## src/rtl/uart_rx_deframer.sv

```systemverilog
// UART receive deframer: 16x-oversampled start/data/parity/stop recovery
// presented on a valid/ready interface with per-word error flags and sticky overrun.
module uart_rx_deframer #(
    parameter int DATA_BITS = 8,
    parameter int PARITY    = 0
) (
    input  logic                 clki,
    input  logic                 rst,
    input  logic                 smp_tick,
    input  logic                 rxd,
    output logic [DATA_BITS-1:0] rx_data,
    output logic                 rx_valid,
    input  logic                 rx_ready,
    output logic                 frame_err,
    output logic                 parity_err,
    output logic                 overrun
);

    typedef enum logic [2:0] {
        IDLE,
        START,
        DATA,
        PAR,
        STOP,
        BREAK
    } state_t;

    localparam logic PAR_EN  = (PARITY != 0);
    localparam logic PAR_ODD = (PARITY == 1);

    logic                 rxd_m;
    logic                 rxd_s;
    state_t               state;
    logic [3:0]           cnt;
    logic [2:0]           bit_cnt;
    logic [DATA_BITS-1:0] shreg;
    logic                 par_err_q;

    logic                 handshake;
    logic                 stop_sample;
    logic                 accept;
    logic                 drop;
    logic                 par_calc;

    // NOTE: synchronizer flops reset to the idle line level so reset release never looks like a start bit.
    always_ff @(posedge clki or posedge rst) begin
        if (rst) begin
            rxd_m <= 1'b1;
            rxd_s <= 1'b1;
        end else begin
            rxd_m <= rxd;
            rxd_s <= rxd_m;
        end
    end

    assign handshake   = rx_valid & rx_ready;
    assign stop_sample = smp_tick && (state == STOP) && (cnt == 4'd15);
    assign accept      = stop_sample && (!rx_valid || handshake);
    assign drop        = stop_sample && !accept;
    assign par_calc    = (^shreg ^ rxd_s) ^ PAR_ODD;

    always_ff @(posedge clki or posedge rst) begin
        if (rst) begin
            state      <= IDLE;
            cnt        <= 4'd0;
            bit_cnt    <= 3'd0;
            shreg      <= '0;
            par_err_q  <= 1'b0;
            rx_data    <= '0;
            rx_valid   <= 1'b0;
            frame_err  <= 1'b0;
            parity_err <= 1'b0;
            overrun    <= 1'b0;
        end else begin
            if (smp_tick) begin
                unique case (state)
                    IDLE: begin
                        if (!rxd_s) begin
                            state <= START;
                            cnt   <= 4'd0;
                        end
                    end
                    START: begin
                        // Mid start bit: a line already back high was only a glitch.
                        if (cnt == 4'd7) begin
                            cnt     <= 4'd0;
                            bit_cnt <= 3'd0;
                            state   <= rxd_s ? IDLE : DATA;
                        end else begin
                            cnt <= cnt + 4'd1;
                        end
                    end
                    DATA: begin
                        cnt <= cnt + 4'd1;
                        if (cnt == 4'd15) begin
                            shreg   <= {rxd_s, shreg[DATA_BITS-1:1]};
                            bit_cnt <= bit_cnt + 3'd1;
                            if (bit_cnt == 3'(DATA_BITS - 1))
                                state <= PAR_EN ? PAR : STOP;
                        end
                    end
                    PAR: begin
                        cnt <= cnt + 4'd1;
                        if (cnt == 4'd15) begin
                            par_err_q <= par_calc;
                            state     <= STOP;
                        end
                    end
                    STOP: begin
                        cnt <= cnt + 4'd1;
                        if (cnt == 4'd15)
                            state <= rxd_s ? IDLE : BREAK;
                    end
                    BREAK: begin
                        if (rxd_s)
                            state <= IDLE;
                    end
                    default: state <= IDLE;
                endcase
            end

            // A commit in the handshake cycle replaces the word instead of emptying the slot.
            if (accept) begin
                rx_data    <= shreg;
                frame_err  <= ~rxd_s;
                parity_err <= PAR_EN & par_err_q;
                rx_valid   <= 1'b1;
            end else if (handshake) begin
                rx_valid <= 1'b0;
            end

            if (drop)
                overrun <= 1'b1;
            else if (handshake)
                overrun <= 1'b0;
        end
    end

endmodule

```

## config.mk

```make
export PLATFORM = sky130hd
export DESIGN_NAME = uart_rx_deframer
export DESIGN_NICKNAME = d
export VERILOG_FILES = /design/src/rtl/uart_rx_deframer.sv
export SDC_FILE = /design/constraint.sdc
export NUM_CORES = 1
export LEC_CHECK = 0
export ABC_AREA = 1
export ABC_CLOCK_PERIOD_IN_PS = 3900
export CAP_MARGIN = 20
export CORE_MARGIN = 8
export CORE_UTILIZATION = 35
export DETAILED_ROUTE_END_ITERATION = 7
export PLACE_DENSITY = 0.6
export SLEW_MARGIN = 20
export SYNTH_ARGS = -nofsm -noshare
export SYNTH_HDL_FRONTEND = slang
export SYNTH_SLANG_ARGS = --single-unit
export TNS_END_PERCENT = 10
```

## constraint.sdc

```tcl
create_clock -name clki -period 3.9 [get_ports clki]
set_input_delay 0.39 -clock clki [delete_from_list [all_inputs] [get_ports clki]]
set_output_delay 0.39 -clock clki [all_outputs]
set_load 0.05 [all_outputs]
```

==> reports/summary.txt, run 1 <==
Antenna violations before repair - 0
RSZ-0062 raised after global routing - no
Routed length per instance - 10.60 um
Post-cts resize count - 0
Final Instance Area - 1822 sq um
DRC viols - 0
Net switching power - 319.3 uW
P&R area growth vs syn - 18.86%
Largest family of logic cells by synthesized area - simple AND/OR/NAND/NOR gates
#FFs+latches synth - 31
Via Count - 1093
FMAX - 538.8 MHz
Clk buf depth - 2
Tot GR Track Use - 8.582%
Initial core utilization - 35.69%
Final #Nets - 195
Minimum clock period - 1.856 ns
Post-synthesis xor/xnor area fraction - 0.5714%
Critical Path End Type - output port
Die Span X - 82.18 um
First-pass DRT Iterations - 4
Crit path launch type - register
Status - complete, no violations
Slew Viols, Final - 0
Worst EP required - 3.51 ns
Crit-path max cell delay - 0.82 ns
Worst EP arrival - 1.47 ns
Adder-cell share of the synthesized area - 2.449%
Final setup TNS - 0 ns
Slowest cell on crit path - clkdlybuf4s50_1
Synthesized cell area - 1533 sq um
Iteration-0 DRC count of the detailed router - 92
Final wirelength - 2544 um
Antenna cells - 0
Root buffer cell - clkbuf_8
Synth unique cells - 27
Hold Crit Class - reg -> reg
Fin util - 42.42%
Compound-Gate Fraction of Synth Area - 11.27%
Fraction of layout cells with a size suffix above 1 - 19.68%
TritonCTS buffer count - 5
Clock sink count - 31
Post-synthesis mux area share - 0%
Leak - 0.0008418 uW
Skew final - 0.003304 ns
CTS Hold Bufs - 0
Grt total ovfl - 0
Syn nets - 176
Non-filler cells, final - 240
Final setup violation count - 0
Vias in the first global route - 1004
Synth warn - 0
Final RePlAce weighted congestion - 0.8001
Int Power - 593.6 uW
Sw Share - 34.98%
Rows - 24
First-pass GRT wire length - 4443 um
Core region area - 4294 sq um
IO Pins - 17
DP Wirelength - 1845 um
Sequential group share of total power - 43.8%
Latest clock arrival within the worst-skew pair - 0.28 ns
CP max FO - 3
Combinational share of power - 26.0%
CTS HTree Levels - 2
Rel. slew slack - 49.27%
Fin. Hold Viols - 0
Post CTS Setup Buffer Count - 0
Crit-path cells - clkdlybuf4s50_1
Synth Area per Inst - 9.123 sq um
Critical path type - reg -> out
I/O Buffers - 15
Register area share after synthesis - 50.78%
Worst vdd ir - 183.4 uV
ANT nets after route - 0
Max Cap Violations - 0
Vias per cell - 4.554
Crit path buf inv count - 1
Largest net degree at the start of global routing - 22
DP Area - 1718 sq um
Placed instance count - 232
CTS clk-pin slew, worst paths - 0.06 ns
Area of the die - 6753 sq um
Measured slew at the worst slew-check pin - 0.7601 ns
Die height - 82.18 um
Top delay family on crit path - buffers and inverters
Post-synthesis simple-gate area fraction - 27.10%
Syn Inst Count - 168
Clock power frac - 30.2%
Power density over cell area - 501.1 nW/um^2
CTS tree - yes
Part of the cycle the worst path needs - 47.59%
## cells in the mapped netlist
master     instances  area, sq um
ha_1               3        37.54
dfrtp_1           29        725.7
inv_1             17        63.81
conb_1             1        3.750
nand4_1            1        6.260
nor2_4             1        11.26
o21ai_0            2        10.01
o21ai_1            9        45.04
nor2_8             2        40.04
nand2_2            3        18.77
o22ai_1            1        6.260
xor2_1             1        8.760
inv_2              4        15.01
nand3_1           14        70.07
buf_4              2        15.01
nor2_2             3        18.77
nand3_2            1        10.01
or2_1              1        6.260
dfstp_2            2        52.55
o21ai_2            9        78.83
nor2_1             3        11.26
a21oi_2            1        8.760
a21oi_1            3        15.01
nand3_4            2        35.03
buf_6              2        22.52
o2bb2ai_1          1        8.760
nand2_1           50        187.7
## placed cells by master, fill, tap and decap left out, drive strengths merged
cell | netlist | layout
buf | 4 | 1
conb | 1 | 1
dfrtp | 29 | 29
or2 | 1 | 1
o22ai | 1 | 1
clkdlybuf4s50 | 0 | 15
nand4 | 1 | 1
o21ai | 20 | 20
dfstp | 2 | 2
a21oi | 4 | 4
xor2 | 1 | 1
nor2 | 9 | 9
clkinvlp | 0 | 1
o2bb2ai | 1 | 1
ha | 3 | 3
nand3 | 17 | 17
nand2 | 53 | 53
clkbuf | 0 | 7
inv | 21 | 21
## through the flow
step	total power (uW)	setup slack (ns)	hold slack [ns]
floorplan	599.2	2.529	0.3452
global placement	640.7	2.082	0.3512
detailed placement	640.8	2.053	0.3484
CTS	924.1	2.023	0.3581
global route	980.4	1.988	0.3646
finish	912.9	2.044	0.3579
## sequential cells by signal (all words and copies together) (netlist names)
register,flops
rx_data,8
shreg,8
cnt,4
bit_cnt,3
state,3
frame_err,1
overrun,1
rx_valid,1
rxd_m,1
rxd_s,1
## final timing paths
path | startpoint | endpoint | slack [ns] | cells after the start
setup / recovery | rx_valid$_DFFE_PP0P_ | rx_valid | 2.04 | 1
hold / removal | rxd_m$_DFF_PP1_ | rxd_s$_DFF_PP1_ | 0.36 | 0
setup reg to reg | cnt[0]$_DFFE_PP0P_ | rx_data[5]$_DFFE_PP0P_ | 2.40 | 6
hold reg to reg | rxd_m$_DFF_PP1_ | rxd_s$_DFF_PP1_ | 0.36 | 0
max in group asynchronous | rst | state[1]$_DFFE_PP0P_ | 2.72 | 3
min in group asynchronous | rst | cnt[2]$_DFFE_PP0P_ | 0.54 | 2
## cell families (layout without fill, tap and decap cells)
logic type	Yosys count	after routing
compound gates	26	26
xor+xnor	1	1
fa+ha+maj	3	3
buf+inv	25	45
flops	31	31
other cells	1	1
simple gates	81	81
## routing by layer
metal | vias to the layer above | global-route usage (%) | wire length [um]
li1 | 577 | - | -
met1 | 489 | 10.95 | 1294
met2 | 22 | 12.39 | 1049
met3 | 5 | 3.030 | 136
met4 | 0 | 4.737 | 63
met5 | - | 0 | 0
## worst reg2reg max path: stages (launching register included)
cell     delay (ns)
dfrtp_1        0.39
ha_1           0.27
nand3_4        0.14
nor2_8         0.16
nand3_4        0.23
nand2_1        0.15
o21ai_2        0.06
## power groups by stage
stage | sequential [uW] | clock [uW] | combinational, uW
floorplan | 385 | 0 | 214
global placement | 404 | 0 | 237
detailed placement | 403 | 0 | 237
CTS | 398 | 287 | 239
global route | 405 | 302 | 274
finish | 400 | 276 | 237
## final cells by class
| cell class | count | area [sq um] |
|---|---|---|
| Inverter | 21 | 78.83 |
| Fill cell | 412 | 2472 |
| Tap cell | 52 | 65.06 |
| Clock buffer | 7 | 96.34 |
| Sequential cell | 31 | 778.2 |
| Clock inverter | 1 | 7.507 |
| Timing Repair Buffer | 16 | 157.7 |
| Multi-Input combinational cell | 112 | 638.1 |
No activity file was read; power rests on OpenSTA's default activity.
==> run 2, diff against run 1 <==
--- a/config.mk
+++ b/config.mk
@@ -6,7 +6,7 @@
 export NUM_CORES = 1
 export LEC_CHECK = 0
 export ABC_AREA = 1
-export ABC_CLOCK_PERIOD_IN_PS = 3900
+export ABC_CLOCK_PERIOD_IN_PS = 1800
 export CAP_MARGIN = 20
 export CORE_MARGIN = 8
 export CORE_UTILIZATION = 35
==> constraint.sdc (replaced) <==
create_clock -name clki -period 1.8 [get_ports clki]
set_input_delay 0.18 -clock clki [delete_from_list [all_inputs] [get_ports clki]]
set_output_delay 0.18 -clock clki [all_outputs]
set_load 0.05 [all_outputs]
==> run 2 against run 1 <==
  * Clock skew up 0.0029 ns
  * Core utilization down 0.20 points
  * Flip-flop and latch count unchanged
  * Sequential power up 120%
  * Critical path type unchanged
  * Critical endpoint unchanged
  * Largest cell class unchanged
==> reports/summary.txt, run 2 (synthesized netlist as in run 1, its figures left out) <==
Final hold slack - 0.2651 ns
DP Wirelength - 1923 um
WL met1 - 1288 um
Clock power frac - 28.8%
Dpl ws - 0.2865 ns
TritonCTS buffer count - 5
Latest clock arrival within the worst-skew pair - 0.28 ns
I/O Buffers - 15
ANT nets after route - 0
Most frequent cells in the layout - nand2_1 (50), dfrtp_1 (29), inv_1 (17)
Antenna cells - 0
Area of the die - 6753 sq um
CTS clk-pin slew, worst paths - 0.07 ns
Measured slew at the worst slew-check pin - 0.4987 ns
Root buffer cell - clkbuf_8
Worst vdd ir - 593.6 uV
Top delay family on crit path - buffers and inverters
CP max FO - 3
Final setup violation count - 0
RSZ-0062 raised after global routing - no
CTS tree - yes
Crit path launch type - register
Fin worst setup slack - 0.1476 ns
Filler Cell Count - 436
DRC viols - 0
CTS Hold Bufs - 0
Largest net degree at the start of global routing - 32
Die Span X - 82.18 um
First-pass GRT wire length - 4705 um
Rows - 24
Int Power - 1240 uW
Crit-path max cell delay - 0.81 ns
Critical Path End Type - output port
Tot GR Track Use - 9.297%
Crit path buf inv count - 1
Antenna violations before repair - 0
Clk buf depth - 2
Power density over cell area - 1068 nW/um^2
Part of the cycle the worst path needs - 91.80%
Initial core utilization - 35.69%
FMAX - 605.2 MHz
Skew final - 0.006240 ns
Final #Nets - 196
Iteration-0 DRC count of the detailed router - 73
Via Count - 1067
Status - complete, no violations
Final setup TNS - 0 ns
Biggest regs - rx_data x8, shreg x8, cnt x4
Die height - 82.18 um
IO Pins - 17
CTS HTree Levels - 2
Worst EP arrival - 1.47 ns
Final wirelength - 2629 um
Slowest cell on crit path - clkdlybuf4s50_1
Net switching power - 695.7 uW
Max Cap Violations - 0
Leak - 0.0008432 uW
Commonest non-fill, non-tap cell in the layout - nand2_1
Rel. slew slack - 66.65%
First-pass DRT Iterations - 4
Sequential group share of total power - 44.6%
Final RePlAce weighted congestion - 0.7693
Metal3 WL - 128 um
Slew Viols, Final - 0
Detail Route met2 WL - 1140 um
Crit-path cells - clkdlybuf4s50_1
Core region area - 4294 sq um
Fin. Hold Viols - 0
Post-cts resize count - 0
Clock sink count - 31
Combinational share of power - 26.6%
Post CTS Setup Buffer Count - 0
Worst EP required - 1.62 ns
Hold Crit Class - in -> async
Fraction of layout cells with a size suffix above 1 - 19.68%
Grt total ovfl - 0
Minimum clock period - 1.652 ns
Routed length per instance - 10.95 um
Sw Share - 35.94%
Top Layer Used - met4
Critical path type - reg -> out
Vias per cell - 4.446
Vias in the first global route - 1036
Final Power - 1936 uW
P&R area growth vs syn - 18.29%
==> run 2: cell count changes in the layout (fill, tap and decap cells not counted), sizes merged <==
| cell | previous run | this run |
|---|---|---|
| clkinvlp | 1 | 0 |
| buf | 1 | 2 |
| clkinv | 0 | 1 |
| clkbuf | 7 | 6 |
==> run 2: path summary, 6_finish.rpt <==
| kind | cells past startpoint | endpoint | from | slack (ns) |
|---|---|---|---|---|
| min in group clki | 1 | rxd_m$_DFF_PP1_ | rxd | 0.29 |
| setup reg to reg | 6 | rx_data[5]$_DFFE_PP0P_ | cnt[0]$_DFFE_PP0P_ | 0.31 |
| hold / removal | 3 | bit_cnt[2]$_DFFE_PP0P_ | rst | 0.27 |
| hold reg to reg | 0 | rxd_s$_DFF_PP1_ | rxd_m$_DFF_PP1_ | 0.36 |
| max in group asynchronous | 3 | rxd_s$_DFF_PP1_ | rst | 1.22 |
| setup / recovery | 1 | rx_valid | rx_valid$_DFFE_PP0P_ | 0.15 |
==> run 2: power by group through the flow <==
stage / Sequential, uW / Combinational, uW / Clock, uW
floorplan: 835 / 463 / 0
global placement: 874 / 516 / 0
detailed placement: 875 / 521 / 0
CTS: 862 / 524 / 569
global route: 874 / 602 / 606
finish: 864 / 515 / 558
==> run 2: through the flow <==
step	instances	cell area, sq um	utilization, %
5_1_grt	240	1813	42.22
2_1_floorplan	168	1533	-
3_3_place_gp	233	1725	40.18
4_1_cts	240	1813	42.22
3_5_place_dp	233	1725	40.18
6_report	240	1813	42.22
==> run 2: layout make-up <==
type,count,area [sq um],share of cell area [%]
clock buffers,6,82.58,4.555
clock inverters,1,5.005,0.2761
inverters,21,78.83,4.348
multi-input cells,112,638.1,35.20
flip-flops and latches,31,778.2,42.93
well taps,52,65.06,3.589
repair buffers,17,165.2,9.110
==> run 2: tightest hold or removal path: stages <==
cell,delay [ns]
clkdlybuf4s50_1,0.39
inv_1,0.05
buf_4,0.35
==> run 2: routing by layer <==
layer  vias to the layer above  track usage (%)
li1                        571                -
met1                       473            11.44
met2                        17            13.34
met3                         6            3.680
met4                         0            5.789
met5                         -                0
